`src/rtl/fetch_pkg.sv`:
```
// Shared types and constants for the instruction fetch front end.
package fetch_pkg;

  localparam logic [3:0]  COND_NEVER = 4'hF;
  localparam logic [31:0] NOP_CMD    = {COND_NEVER, 28'h000_0000};

  // Outstanding requests are capped at 7; a flush can drop all of them plus one.
  localparam int OUT_W  = 3;
  localparam int DROP_W = 4;

  typedef struct packed {
    logic [31:0] cmd;
    logic [31:0] ip;
  } fetch_entry_t;

  function automatic logic [31:0] align_hw(input logic [31:0] a);
    return {a[31:1], 1'b0};
  endfunction

endpackage

```
`src/rtl/fetch_fifo.sv`:
```
// Command FIFO of fetch entries with a registered head and a single-cycle flush.
module fetch_fifo
  import fetch_pkg::*;
#(
  parameter int          DEPTH    = 4,
  parameter logic [31:0] RESET_IP = 32'h0000_0000
) (
  input  logic                       clock,
  input  logic                       reset_n,
  input  logic                       flush,
  input  logic                       push,
  input  fetch_entry_t               push_data,
  input  logic                       pop,
  output fetch_entry_t               head,
  output logic                       head_valid,
  output logic [$clog2(DEPTH):0]     count
);

  localparam int AW = $clog2(DEPTH);
  localparam int CW = AW + 1;

  fetch_entry_t  mem_q [DEPTH];
  fetch_entry_t  head_q, head_d;
  logic [AW-1:0] wr_ptr_q, wr_ptr_d;
  logic [AW-1:0] rd_ptr_q, rd_ptr_d;
  logic [CW-1:0] count_q, count_d;
  logic          push_en, pop_en, write_en;

  always_comb begin
    pop_en   = pop && (count_q != '0);
    push_en  = push && ((count_q != CW'(DEPTH)) || pop_en);
    write_en = push_en && !flush;
    wr_ptr_d = wr_ptr_q;
    rd_ptr_d = rd_ptr_q;
    count_d  = count_q;
    if (flush) begin
      wr_ptr_d = '0;
      rd_ptr_d = '0;
      count_d  = '0;
    end else begin
      if (push_en) wr_ptr_d = wr_ptr_q + 1'b1;
      if (pop_en)  rd_ptr_d = rd_ptr_q + 1'b1;
      count_d = count_q + CW'(push_en) - CW'(pop_en);
    end

    // An empty FIFO shows a NOP but keeps the last IP on the head register.
    head_d = head_q;
    if (count_d == '0) begin
      head_d = '{cmd: NOP_CMD, ip: head_q.ip};
    end else if (write_en && (rd_ptr_d == wr_ptr_q)) begin
      head_d = push_data;
    end else begin
      head_d = mem_q[rd_ptr_d];
    end
  end

  always_ff @(posedge clock) begin
    if (!reset_n) begin
      wr_ptr_q <= '0;
      rd_ptr_q <= '0;
      count_q  <= '0;
      head_q   <= '{cmd: NOP_CMD, ip: align_hw(RESET_IP)};
    end else begin
      wr_ptr_q <= wr_ptr_d;
      rd_ptr_q <= rd_ptr_d;
      count_q  <= count_d;
      head_q   <= head_d;
    end
  end

  always_ff @(posedge clock) begin
    if (write_en) mem_q[wr_ptr_q] <= push_data;
  end

  assign head       = head_q;
  assign head_valid = (count_q != '0);
  assign count      = count_q;

endmodule

```
`src/rtl/instr_fetch.sv`:
```
// Fetch front end: issues halfword requests under a credit limit, pairs returns into
// 32-bit commands, queues them for stage 2 and redirects on stage-5 jumps.
module instr_fetch
  import fetch_pkg::*;
#(
  parameter int          DEPTH           = 4,
  parameter int          MAX_OUTSTANDING = 4,
  parameter logic [31:0] RESET_IP        = 32'h0000_0000
) (
  input  logic        clock,
  input  logic        reset_n,
  input  logic        enabled,
  output logic        imem_req,
  output logic [31:0] imem_addr,
  input  logic        imem_ready,
  input  logic        imem_rvalid,
  input  logic [15:0] imem_rdata,
  input  logic        jump,
  input  logic [31:0] jump_target,
  output logic        ST2_valid,
  output logic [31:0] ST2_command,
  output logic [31:0] ST2_ip,
  output logic [31:0] ip_for_return
);

  localparam int          CW       = $clog2(DEPTH) + 1;
  localparam logic [31:0] START_IP = {RESET_IP[31:1], 1'b0};

  logic              run_q, run_d;
  logic [31:0]       addr_q, addr_d;
  logic [OUT_W-1:0]  out_q, out_d;
  logic [DROP_W-1:0] drop_q, drop_d;
  logic              half_pending_q, half_pending_d;
  logic [15:0]       low_half_q, low_half_d;
  logic [31:0]       resp_addr_q, resp_addr_d;

  logic [7:0]        reserved;
  logic              req, accept, keep, push, pop;
  fetch_entry_t      push_entry;
  fetch_entry_t      head;
  logic              head_valid;
  logic [CW-1:0]     fifo_count;
  logic              unused_target_lsb;

  assign unused_target_lsb = jump_target[0];

  always_comb begin
    run_d = 1'b1;

    // Every FIFO slot costs two halfwords; in-flight and half-built words hold their share.
    reserved = 8'(fifo_count) * 8'd2 + 8'(half_pending_q) + 8'(out_q);
    req      = run_q && (out_q < OUT_W'(MAX_OUTSTANDING)) && (reserved < 8'(2 * DEPTH));
    accept   = req && imem_ready;
    keep     = imem_rvalid && (drop_q == '0);
    push     = keep && half_pending_q && !jump;
    pop      = head_valid && enabled && !jump;

    push_entry = '{cmd: {imem_rdata, low_half_q}, ip: resp_addr_q - 32'd1};

    out_d = out_q + OUT_W'(accept) - OUT_W'(imem_rvalid);

    drop_d = drop_q;
    if (jump) begin
      drop_d = DROP_W'(out_d);
    end else if (imem_rvalid && (drop_q != '0)) begin
      drop_d = drop_q - 1'b1;
    end

    addr_d = addr_q;
    if (jump) begin
      addr_d = align_hw(jump_target);
    end else if (accept) begin
      addr_d = addr_q + 32'd1;
    end

    half_pending_d = half_pending_q;
    low_half_d     = low_half_q;
    resp_addr_d    = resp_addr_q;
    if (jump) begin
      half_pending_d = 1'b0;
      resp_addr_d    = align_hw(jump_target);
    end else if (keep) begin
      resp_addr_d = resp_addr_q + 32'd1;
      if (!half_pending_q) begin
        low_half_d     = imem_rdata;
        half_pending_d = 1'b1;
      end else begin
        half_pending_d = 1'b0;
      end
    end
  end

  always_ff @(posedge clock) begin
    if (!reset_n) begin
      run_q          <= 1'b0;
      addr_q         <= START_IP;
      out_q          <= '0;
      drop_q         <= '0;
      half_pending_q <= 1'b0;
      low_half_q     <= '0;
      resp_addr_q    <= START_IP;
    end else begin
      run_q          <= run_d;
      addr_q         <= addr_d;
      out_q          <= out_d;
      drop_q         <= drop_d;
      half_pending_q <= half_pending_d;
      low_half_q     <= low_half_d;
      resp_addr_q    <= resp_addr_d;
    end
  end

  fetch_fifo #(
    .DEPTH    (DEPTH),
    .RESET_IP (RESET_IP)
  ) u_fifo (
    .clock      (clock),
    .reset_n    (reset_n),
    .flush      (jump),
    .push       (push),
    .push_data  (push_entry),
    .pop        (pop),
    .head       (head),
    .head_valid (head_valid),
    .count      (fifo_count)
  );

  assign imem_req      = req;
  assign imem_addr     = addr_q;
  assign ST2_valid     = head_valid;
  assign ST2_command   = head.cmd;
  assign ST2_ip        = head.ip;
  assign ip_for_return = head.ip + 32'd2;

endmodule

```
`config.mk`:
```
export PLATFORM = sky130hd
export DESIGN_NAME = instr_fetch
export DESIGN_NICKNAME = d
export VERILOG_FILES = /design/src/rtl/fetch_pkg.sv /design/src/rtl/fetch_fifo.sv /design/src/rtl/instr_fetch.sv
export SDC_FILE = /design/constraint.sdc
export NUM_CORES = 1
export LEC_CHECK = 0
export CELL_PAD_IN_SITES_DETAIL_PLACEMENT = 1
export CELL_PAD_IN_SITES_GLOBAL_PLACEMENT = 1
export CORE_ASPECT_RATIO = 1.5
export CORE_MARGIN = 2
export CORE_UTILIZATION = 42
export DETAILED_ROUTE_END_ITERATION = 6
export GPL_ROUTABILITY_DRIVEN = 0
export PLACE_DENSITY = 0.8
export SYNTH_ARGS = -nofsm -noshare
export SYNTH_HDL_FRONTEND = slang
export SYNTH_HIERARCHICAL = 1
export SYNTH_SLANG_ARGS = --single-unit
```
`constraint.sdc`:
```
create_clock -name clock -period 4.77 [get_ports clock]
set_clock_uncertainty 0.2 [all_clocks]
set_input_delay 1.1925 -clock clock [delete_from_list [all_inputs] [get_ports clock]]
set_output_delay 1.1925 -clock clock [all_outputs]
set_load 0.01 [all_outputs]
```
==> flow_metrics.env <==
export IMPL_cts_buffers=40
export IMPL_dieArea_um2=44600
export IMPL_period_share_pct=94.8
export IMPL_area_growth_pct=22.0
export IMPL_status="finished clean"
export IMPL_ys_dominant_reg_cell="edfxtp_1"
export IMPL_crit_path_end="u_fifo/head[6]"
export IMPL_peakVddDrop_v=0.000256
export IMPL_slew_viol_final=0
export IMPL_final_cells=2152
export IMPL_place_area_um2=20600
export IMPL_synth_top_area_cell="edfxtp_1"
export IMPL_fin_setup_tns_ps=0
export IMPL_synth_area_um2=18000
export IMPL_ys_ff_latch=416
export IMPL_diodes=0
export IMPL_grt_pass1_wl_mm=79.7
export IMPL_cts_tree="done"
export IMPL_syn_nets=1463
export IMPL_seqPwrFrac_pct=50.2
export IMPL_p_per_area_nw_per_um2=364
export IMPL_intPower_mw=6.15
export IMPL_total_power_mw=8.00
export IMPL_synthTopCellsByCount="edfxtp_1 (256), dfxtp_1 (160), nand2_1 (77), nor2_1 (69), clkbuf_1 (64)"
export IMPL_highest_layer="met4"
export IMPL_end_kind="flip-flop"
export IMPL_ys_warnings_count=6
export IMPL_criticalPathCategory="in2reg"
export IMPL_fin_util_pct=52.1
export IMPL_synth_area_top_cells="edfxtp_1 (43%), dfxtp_1 (18%), mux4_2 (7.4%)"
export IMPL_drtPass1Iterations=5
export IMPL_synth_top_area_share_pct=42.7
export IMPL_finalSetupViolations=0
export IMPL_ys_types=64
export IMPL_whs_ps=334
export IMPL_core_area_um2=42100
export IMPL_grt_overflow_total=0
export IMPL_slew_headroom_pct=44.1
export IMPL_swShare_pct=23.1
export IMPL_cts_buffer_depth=3
export IMPL_pwr_share_comb_pct=7.2
export IMPL_yosysSeqAreaShare_pct=60.5
export IMPL_tightest_slew_ps=836
export IMPL_layout_drive_gt1_share_pct=11.8
export IMPL_dr_wl_met3_mm=2.43
export IMPL_rows=92
export IMPL_rsz0062_at_grt="false"
export IMPL_clkSinkCount=416
export IMPL_worstPathArrival_ps=4730
export IMPL_synth_edff_count=256
export IMPL_place_inst=2078
export IMPL_die_y_um=258
export IMPL_cts_resized=0
export IMPL_startpoint="imem_rvalid"
export IMPL_hold_buffers=0
export IMPL_path_clk_slew_ps=70
export IMPL_p_sw_mw=1.85
export IMPL_min_path_type="reg2reg"
export IMPL_drt_wl_total_mm=51.1
export IMPL_nNetsFinal=1628
export IMPL_fmax_mhz=221
export IMPL_drc_errors=0
export IMPL_ant_nets=0
export IMPL_grt_antenna_before_repair=0
export IMPL_portBuffers=182
export IMPL_fin_area_um2=22000
export IMPL_cts_max_level=2
export IMPL_cts_root_buf="clkbuf_16"
export IMPL_min_path_cells=0
export IMPL_drtIter0Drc=821
export IMPL_critPathMaxFanout=30
export IMPL_reg2reg_from="u_fifo/count[1]"
export IMPL_timing_final_ws_setup_ps=250
export IMPL_worstPathRequired_ps=4980
export IMPL_routedLengthMet1_mm=19.7
export IMPL_die_w_um=173
export IMPL_vias=12700
export IMPL_avgSynthCellArea_um2=12.9
export IMPL_total_leakage_power_nw=7.06
export IMPL_hold_viol=0
export IMPL_postCtsSetupBuffers=0
export IMPL_critical_path_startpoint_type="input pin"
export IMPL_start_util_pct=42.8
export IMPL_grt_use_total_pct=22.7
export IMPL_r2r_end="u_fifo/head[6]"
export IMPL_clkPwrFrac_pct=42.6
export IMPL_async_reset_ff_share_pct=0
export IMPL_postSynthCellCount=1391
export IMPL_vias_per_cell=5.90
export IMPL_fin_crit_ps=4520
export IMPL_post_dp_hpwl_mm=32.9
export IMPL_synth_most_common_cell="edfxtp_1"
export IMPL_grt_max_degree=74
export IMPL_io_pins=184
export IMPL_clock_latency_ps=550
export IMPL_cap_violations=0
export IMPL_place_ws_ps=-300
export IMPL_rr_worst_depth=13
export IMPL_wl_met2_mm=27.6
export IMPL_avgRoutedWirePerCell_um=23.8
export IMPL_grt_pass1_vias=13800
export IMPL_r2r_slack_ps=710
==> sequential cells by signal, summed over array words and instances (netlist names) <==
signal and flops:
drop_q 4, half_pending_q 1, imem_addr 32, low_half_q 16, out_q 3, resp_addr_q 32, run_q 1, u_fifo/count 3
u_fifo/head 64, u_fifo/mem_q 256, u_fifo/rd_ptr_q 2, u_fifo/wr_ptr_q 2
==> worst min-delay path by stage <==
| stage | end | from | slack (ps) |
|---|---|---|---|
| finish | u_fifo/mem_q[2][38] | low_half_q[6] | 330 |
| floorplan | u_fifo/mem_q[0][32] | low_half_q[0] | 280 |
| global route | u_fifo/mem_q[3][44] | low_half_q[12] | 340 |
| detailed placement | u_fifo/mem_q[0][40] | low_half_q[8] | 330 |
| global placement | low_half_q[13] | low_half_q[13] | 300 |
| CTS | u_fifo/mem_q[3][44] | low_half_q[12] | 330 |
==> cell families (layout without fill, tap and decap cells) <==
kind of cell	count (synthesis)	after routing	synth area share (%)
compound gates	269	269	10.8
mux	62	62	7.54
simple gates	393	393	11.9
flops	416	416	60.5
buf+inv	149	346	3.54
xor+xnor	84	84	4.47
fa+ha+maj	18	18	1.33
==> power by group through the flow <==
stage	clock network (mW)	logic [mW]	registers, mW
final	3.41	0.573	4.02
after global routing	3.58	0.634	4.03
after CTS	3.45	0.578	4.02
after detailed placement	0	0.570	4.10
after global placement	0	0.538	4.09
after floorplan	0	0.345	4.05
==> worst max-delay path, stage by stage <==
cell and delay (ps):
clkdlybuf4s50_1 490, nor4bb_1 300, buf_4 160, and3_1 210
nand2b_4 70, ha_1 270, inv_1 40, ha_1 190
fa_1 360, xor3_1 460, a211oi_1 100, and4_2 300
buf_12 190, a221o_1 400
==> cell usage in the layout (no fill, tap or decap), types with 30 or more instances in the layout <==
master             n
edfxtp_1         256
clkdlybuf4s50_1  180
dfxtp_1          160
nand2_1           77
nor2_1            67
xnor2_1           63
mux4_2            59
o21ai_0           56
inv_1             50
nand3_1           46
clkbuf_16         42
nand4_1           36
a31oi_1           33
a221o_1           30
==> layout make-up <==
cell class,instances,area (um2)
fillers,4254,20200
flip-flops and latches,416,10900
multi-input cells,826,6540
repair buffers,221,2240
clock buffers,49,1080
well taps,564,706
clock inverters,25,317
inverters,51,191
==> routing by layer <==
metal | global-route usage [%] | up-vias
met3 | 3.03 | 100
met2 | 42.8 | 416
met1 | 26.5 | 6493
met4 | 7.25 | 0
met5 | 0 | -
li1 | - | 5697
No activity file was read; power rests on OpenSTA's default activity.
